==> config.mk <==
export PLATFORM = sky130hd
export DESIGN_NAME = fetch_seq
export DESIGN_NICKNAME = d
export VERILOG_FILES = /design/src/rtl/fetch_pkg.sv /design/src/rtl/fetch_timeout_ctr.sv /design/src/rtl/fetch_seq.sv
export SDC_FILE = /design/constraint.sdc
export NUM_CORES = 1
export LEC_CHECK = 0
export ABC_AREA = 1
export ABC_CLOCK_PERIOD_IN_PS = 1080
export CAP_MARGIN = 20
export CORE_UTILIZATION = 31
export DETAILED_ROUTE_END_ITERATION = 6
export GPL_TIMING_DRIVEN = 0
export PLACE_DENSITY = 0.75
export SLEW_MARGIN = 10
export SYNTH_ARGS = -nofsm -noshare
export SYNTH_HDL_FRONTEND = slang
export SYNTH_SLANG_ARGS = --single-unit
==> constraint.sdc <==
create_clock -name clk -period 1.08 [get_ports clk]
set_input_delay 0.216 -clock clk [delete_from_list [all_inputs] [get_ports clk]]
set_output_delay 0.216 -clock clk [all_outputs]
set_load 0.005 [all_outputs]
==> src/rtl/fetch_pkg.sv <==
// rtl/fetch_pkg.sv - shared widths, timeout default and state encoding for the fetch sequencer
// Optional feature macro: FETCH_TIMEOUT_EN (uses FETCH_TIMEOUT_CYCLES).
package fetch_pkg;

  localparam int FETCH_DATA_W         = 16;
  localparam int FETCH_ADDR_W         = 16;
  localparam int FETCH_TIMEOUT_CYCLES = 15;

  typedef enum logic [2:0] {
    IDLE  = 3'd0,
    REQ   = 3'd1,
    HOLD  = 3'd2,
    REDIR = 3'd3,
    ERR   = 3'd4
  } fetch_state_t;

endpackage

==> src/rtl/fetch_timeout_ctr.sv <==
// rtl/fetch_timeout_ctr.sv - wait-cycle counter for a pending memory read
// Only instantiated when FETCH_TIMEOUT_EN is defined.
import fetch_pkg::*;

module fetch_timeout_ctr #(
  parameter int LIMIT = FETCH_TIMEOUT_CYCLES
) (
  input  logic clk,
  input  logic reset,
  input  logic clear,
  input  logic enable,
  output logic expired
);

  localparam int CNT_W = $clog2(LIMIT + 1);

  logic [CNT_W-1:0] count;

  always_ff @(posedge clk or posedge reset) begin
    if (reset) begin
      count <= '0;
    end else if (clear) begin
      count <= '0;
    end else if (enable) begin
      count <= count + CNT_W'(1);
    end
  end

  // Flags the cycle whose un-acked edge would make the count reach LIMIT.
  assign expired = enable && (count == CNT_W'(LIMIT - 1));

endmodule

==> src/rtl/fetch_seq.sv <==
// rtl/fetch_seq.sv - instruction fetch sequencer: PC read, memory handshake, IR hand-off
// Optional feature macro: FETCH_TIMEOUT_EN adds a sticky read-timeout error state.
import fetch_pkg::*;

module fetch_seq #(
  parameter int DATA_W = FETCH_DATA_W,
  parameter int ADDR_W = FETCH_ADDR_W
`ifdef FETCH_TIMEOUT_EN
  ,
  parameter int TIMEOUT_CYCLES = FETCH_TIMEOUT_CYCLES
`endif
) (
  input  logic              clk,
  input  logic              reset,
  input  logic [ADDR_W-1:0] pc_out,
  output logic              pc_inc,
  output logic              pc_ld,
  output logic              mem_rd,
  output logic [ADDR_W-1:0] mem_addr,
  input  logic [DATA_W-1:0] mem_rdata,
  input  logic              mem_ack,
  output logic [DATA_W-1:0] ir_out,
  output logic              ir_valid,
  input  logic              ir_taken,
  input  logic              br_taken,
  input  logic              halt,
  output logic              fetch_err
);

  fetch_state_t state_q;
  fetch_state_t state_d;
  logic         mem_rd_d;
  logic         pc_inc_d;
  logic         pc_ld_d;
  logic         ir_valid_d;
  logic         ir_load;

  assign mem_addr = pc_out;

`ifdef FETCH_TIMEOUT_EN
  logic tmo_expired;

  fetch_timeout_ctr #(
    .LIMIT(TIMEOUT_CYCLES)
  ) u_timeout (
    .clk    (clk),
    .reset  (reset),
    .clear  (state_q != REQ),
    .enable (state_q == REQ && !mem_ack),
    .expired(tmo_expired)
  );

  // ERR is only left through reset, so the flag is sticky by construction.
  always_ff @(posedge clk or posedge reset) begin
    if (reset) begin
      fetch_err <= 1'b0;
    end else begin
      fetch_err <= (state_d == ERR);
    end
  end
`else
  assign fetch_err = 1'b0;
`endif

  always_comb begin
    state_d    = state_q;
    mem_rd_d   = 1'b0;
    pc_inc_d   = 1'b0;
    pc_ld_d    = 1'b0;
    ir_valid_d = ir_valid;
    ir_load    = 1'b0;
    unique case (state_q)
      IDLE: begin
        if (!halt) begin
          state_d  = REQ;
          mem_rd_d = 1'b1;
        end
      end
      REQ: begin
        mem_rd_d = 1'b1;
        if (mem_ack) begin
          ir_load    = 1'b1;
          ir_valid_d = 1'b1;
          mem_rd_d   = 1'b0;
          pc_inc_d   = 1'b1;
          state_d    = HOLD;
        end
`ifdef FETCH_TIMEOUT_EN
        else if (tmo_expired) begin
          mem_rd_d = 1'b0;
          state_d  = ERR;
        end
`endif
      end
      HOLD: begin
        if (ir_taken && ir_valid) begin
          ir_valid_d = 1'b0;
          if (br_taken) begin
            pc_ld_d = 1'b1;
            state_d = REDIR;
          end else if (halt) begin
            state_d = IDLE;
          end else begin
            state_d  = REQ;
            mem_rd_d = 1'b1;
          end
        end
      end
      REDIR: begin
        if (halt) begin
          state_d = IDLE;
        end else begin
          state_d  = REQ;
          mem_rd_d = 1'b1;
        end
      end
      ERR: begin
        state_d = ERR;
      end
      default: begin
        state_d = IDLE;
      end
    endcase
  end

  always_ff @(posedge clk or posedge reset) begin
    if (reset) begin
      state_q  <= IDLE;
      mem_rd   <= 1'b0;
      pc_inc   <= 1'b0;
      pc_ld    <= 1'b0;
      ir_valid <= 1'b0;
      ir_out   <= '0;
    end else begin
      state_q  <= state_d;
      mem_rd   <= mem_rd_d;
      pc_inc   <= pc_inc_d;
      pc_ld    <= pc_ld_d;
      ir_valid <= ir_valid_d;
      if (ir_load) begin
        ir_out <= mem_rdata;
      end
    end
  end

  // pc_ld lives only in the single REDIR cycle; pc_inc and pc_ld never overlap.
  always_ff @(posedge clk) begin
    if (!reset) begin
      assert (!(pc_inc && pc_ld));
      assert (!pc_ld || state_q == REDIR);
    end
  end

endmodule

==> flow_summary_export.csv <==
group,metric,value,unit
synth,synth_cell_types,18,
worst_setup_path,critical_path_peak_fanout,6,
floorplanning,placementRows,21,
outcome,failed_checks,"setup timing",
synth,syn-num-nets,169,
power,pwr-share-seq,37.8,%
global_routing,grt_use_total,14.7,%
worst_setup_path,cp_data_required_time,1.29,ns
clock_tree,cts-htree-levels,1,
routing,detailedRoute.firstPassIterationCount,4,
power,power.combinational.fraction,51.9,%
routing,wl_per_cell,10.1,um
routing,detail_route.vias_per_cell,4.18,
power,clock_power_share,10.3,%
placed_design,io_buffers,57,
timing,post-route-worst-setup-slack,-0.0441,ns
worst_setup_path,worst-r2r-cell-count,5,
hold_path,hold_path_class,"in2async",
global_routing,grt-ovfl-total,0,
worst_setup_path,critPathMostFrequentCell,"sky130_fd_sc_hd__nand2_1",
power,netSwitchingFraction,36.6,%
layout,area_growth,67.5,%
timing,fmax,890,MHz
outcome,status,"finished with violations",
layout,mostFrequentLayoutCell,"sky130_fd_sc_hd__nand2_1",
timing,fin_crit,1.12,ns
floorplanning,die_h,61.5,um
flow_run,maxCapViolCount,0,
routing,detail_route.iter0.violations,29,
clock_tree,post_cts_hold_buffer_count,0,
synth,post_synth.cell_area_avg,8.38,um^2
worst_setup_path,timing.critical_path.slowest_cell_delay,0.47,ns
synth,post_synth_inst_count,131,
layout,multiInputGateArea,378,um^2
layout,regArea,578,um^2
floorplanning,die_area,3780,um^2
routing,detail_route_antenna_nets,0,
floorplanning,die_width,61.5,um
timing,maxSlewViolCount,0,
synth,synth-seq-cells,23,
power,p_sw,1.39,mW
global_routing,grt_max_degree,24,
worst_setup_path,path_depth,5,
worst_setup_path,critical_path.top_delay_family,"flip-flops",
routing,routed_via_count,1065,
routing,wl,2.58,mm
worst_setup_path,timing.critical_path.arrival,1.33,ns
placed_design,detailed_place_hpwl,1.78,mm
global_routing,grt_first_pass_wirelength,4.13,mm
placed_design,finalWeightedCongestion,0.788,
power,cellPowerDensity,2070,nW/um^2
power,internal_power,2.41,mW
worst_setup_path,timing.critical_path.to_type,"flop",
power,power.leakage,0.973,nW
clock_tree,ctsLongestPathBuffers,2,
synth,syn-cell-area,1100,um^2
layout,fillerInstances,355,
clock_tree,clock_latency_late_sink,0.30,ns
clock_tree,clock_tree_from_tritoncts,"built",
routing,drc,0,
timing,rsz0062_at_grt,"yes",
layout,layout_common_cells,"sky130_fd_sc_hd__nand2_1 (56), sky130_fd_sc_hd__clkdlybuf4s50_1 (37), sky130_fd_sc_hd__buf_4 (32), sky130_fd_sc_hd__dfrtp_1 (21), sky130_fd_sc_hd__buf_2 (19)",
floorplanning,io_pins,75,
floorplanning,initial_core_util,32.6,%
clock_tree,tritoncts.num_buffers,3,
floorplanning,design.core.area,3360,um^2
timing,setup_viol_count_final,18,
worst_setup_path,timing.critical_path.buf_inv,1,
synth,synth-seq-area-share,52.5,%
worst_setup_path,worstSetupPathType,"reg2reg",
clock_tree,cts_root_buffer,"sky130_fd_sc_hd__clkbuf_4",
clock_tree,clock_sinks,23,
layout,antenna_cells_inserted,0,
global_routing,vias_in_the_first_global_route,991,
global_routing,grt_antenna_before_repair,0,
layout,fin_util,54.7,%
worst_setup_path,cpMaxStageDelayCell,"sky130_fd_sc_hd__dfrtp_2",
timing,final_min_period_over_clock_period,104,%
timing,report.final.hold_viol_count,0,
timing,whs,0.265,ns
power,ir_drop,0.907,mV
synth,yosysWarningCount,0,
clock_tree,clk_transition_reported_paths,0.13,ns
timing,fin_worst_skew,0.00795,ns
worst_setup_path,critical_path_cell_by_cell,"nor2_4, nand3_4, buf_4, nand2_1, nand2_1",
layout,num-nets-final,248,
layout,layout_cells_sized_above_1,36.8,%
power,total_power,3.81,mW
worst_setup_path,critical_path.startpoint_type,"flop",
==> cell type report <==
class                      count  area share [%]
timing repair buffer          74            32.9
sequential                    23            31.4
multi-input combinational     81            20.6
buffer                        19            8.17
tap                           46            3.13
inverter                       8            2.25
clock buffer                   3            1.23
clock inverter                 1           0.272
==> worst paths after layout <==
kind,from,slack [ns],end
worst min-delay path,reset,0.26,ir_out[4]
min in group clk,mem_rdata[1],0.43,ir_out[1]
worst max-delay path,state_q[2],-0.04,ir_out[6]
max in group asynchronous,reset,0.51,state_q[2]
worst min register to register,ir_out[11],0.49,ir_out[11]
worst max register to register,state_q[2],-0.04,ir_out[6]
==> layer usage <==
metal  wire length (um)  up-vias  track usage [%]
met5                  0        -                0
met4                  0        0             3.17
met3                176        0             2.73
met2               1260       44             24.6
met1               1150      478             19.9
li1                   -      543                -
==> synthesized netlist by cell type <==
| cell type | n | area [um^2] |
|---|---|---|
| sky130_fd_sc_hd__nand2_1 | 62 | 233 |
| sky130_fd_sc_hd__nand3_1 | 5 | 25.0 |
| sky130_fd_sc_hd__inv_1 | 6 | 22.5 |
| sky130_fd_sc_hd__o21ai_0 | 3 | 15.0 |
| sky130_fd_sc_hd__inv_2 | 1 | 3.75 |
| sky130_fd_sc_hd__nand4_1 | 1 | 6.26 |
| sky130_fd_sc_hd__a21oi_1 | 1 | 5.00 |
| sky130_fd_sc_hd__nor2_1 | 3 | 11.3 |
| sky130_fd_sc_hd__o211ai_1 | 1 | 7.51 |
| sky130_fd_sc_hd__conb_1 | 1 | 3.75 |
| sky130_fd_sc_hd__nor3_1 | 2 | 10.0 |
| sky130_fd_sc_hd__buf_6 | 1 | 11.3 |
| sky130_fd_sc_hd__buf_4 | 17 | 128 |
| sky130_fd_sc_hd__buf_2 | 1 | 5.00 |
| sky130_fd_sc_hd__inv_4 | 1 | 6.26 |
| sky130_fd_sc_hd__nand3_4 | 1 | 17.5 |
| sky130_fd_sc_hd__dfrtp_1 | 23 | 576 |
| sky130_fd_sc_hd__nor2_4 | 1 | 11.3 |
==> state kept, by name, summed over array words and instances (netlist names) <==
signal / flops
ir_out: 16
ir_valid: 1
mem_rd: 1
pc_inc: 1
pc_ld: 1
state_q: 3
==> logic make-up (layout without fill, tap and decap cells) <==
kind of cell / Yosys count / in the layout / share of synthesized area (%)
AO/OA/AOI/OAI: 5 / 5 / 2.51
buffers and inverters: 27 / 105 / 16.1
flip-flops: 23 / 23 / 52.5
other: 1 / 1 / 0.342
AND/OR/NAND/NOR: 75 / 75 / 28.6
==> power groups by stage <==
stage / sequential (mW) / combinational [mW] / clock (mW)
CTS: 1.43 / 1.88 / 0.412
finish: 1.44 / 1.98 / 0.392
detailed placement: 1.46 / 1.79 / 0
global placement: 1.45 / 1.76 / 0
global route: 1.48 / 2.24 / 0.461
floorplan: 1.48 / 0.804 / 0
==> metrics by stage <==
stage,area [um^2],TNS [ns],worst slack (ns),instances
after floorplan,1100,-0.00333,-0.00333,131
after global routing,1840,-2.28,-0.113,255
after CTS,1800,-0.886,-0.0728,251
final,1840,-0.473,-0.0441,255
after global placement,1730,-11.56,-0.344,234
after detailed placement,1730,-10.90,-0.347,234
==> what timing repair did <==
| action | CTS | global route |
|---|---|---|
| cloned | 1 | 0 |
| resized for setup | 93 | 9 |
| pin swaps | 1 | 7 |
| setup buffers | 12 | 4 |
| setup endpoints to repair | 42 | 40 |
Note: power is estimated with default switching activity, not from simulation.
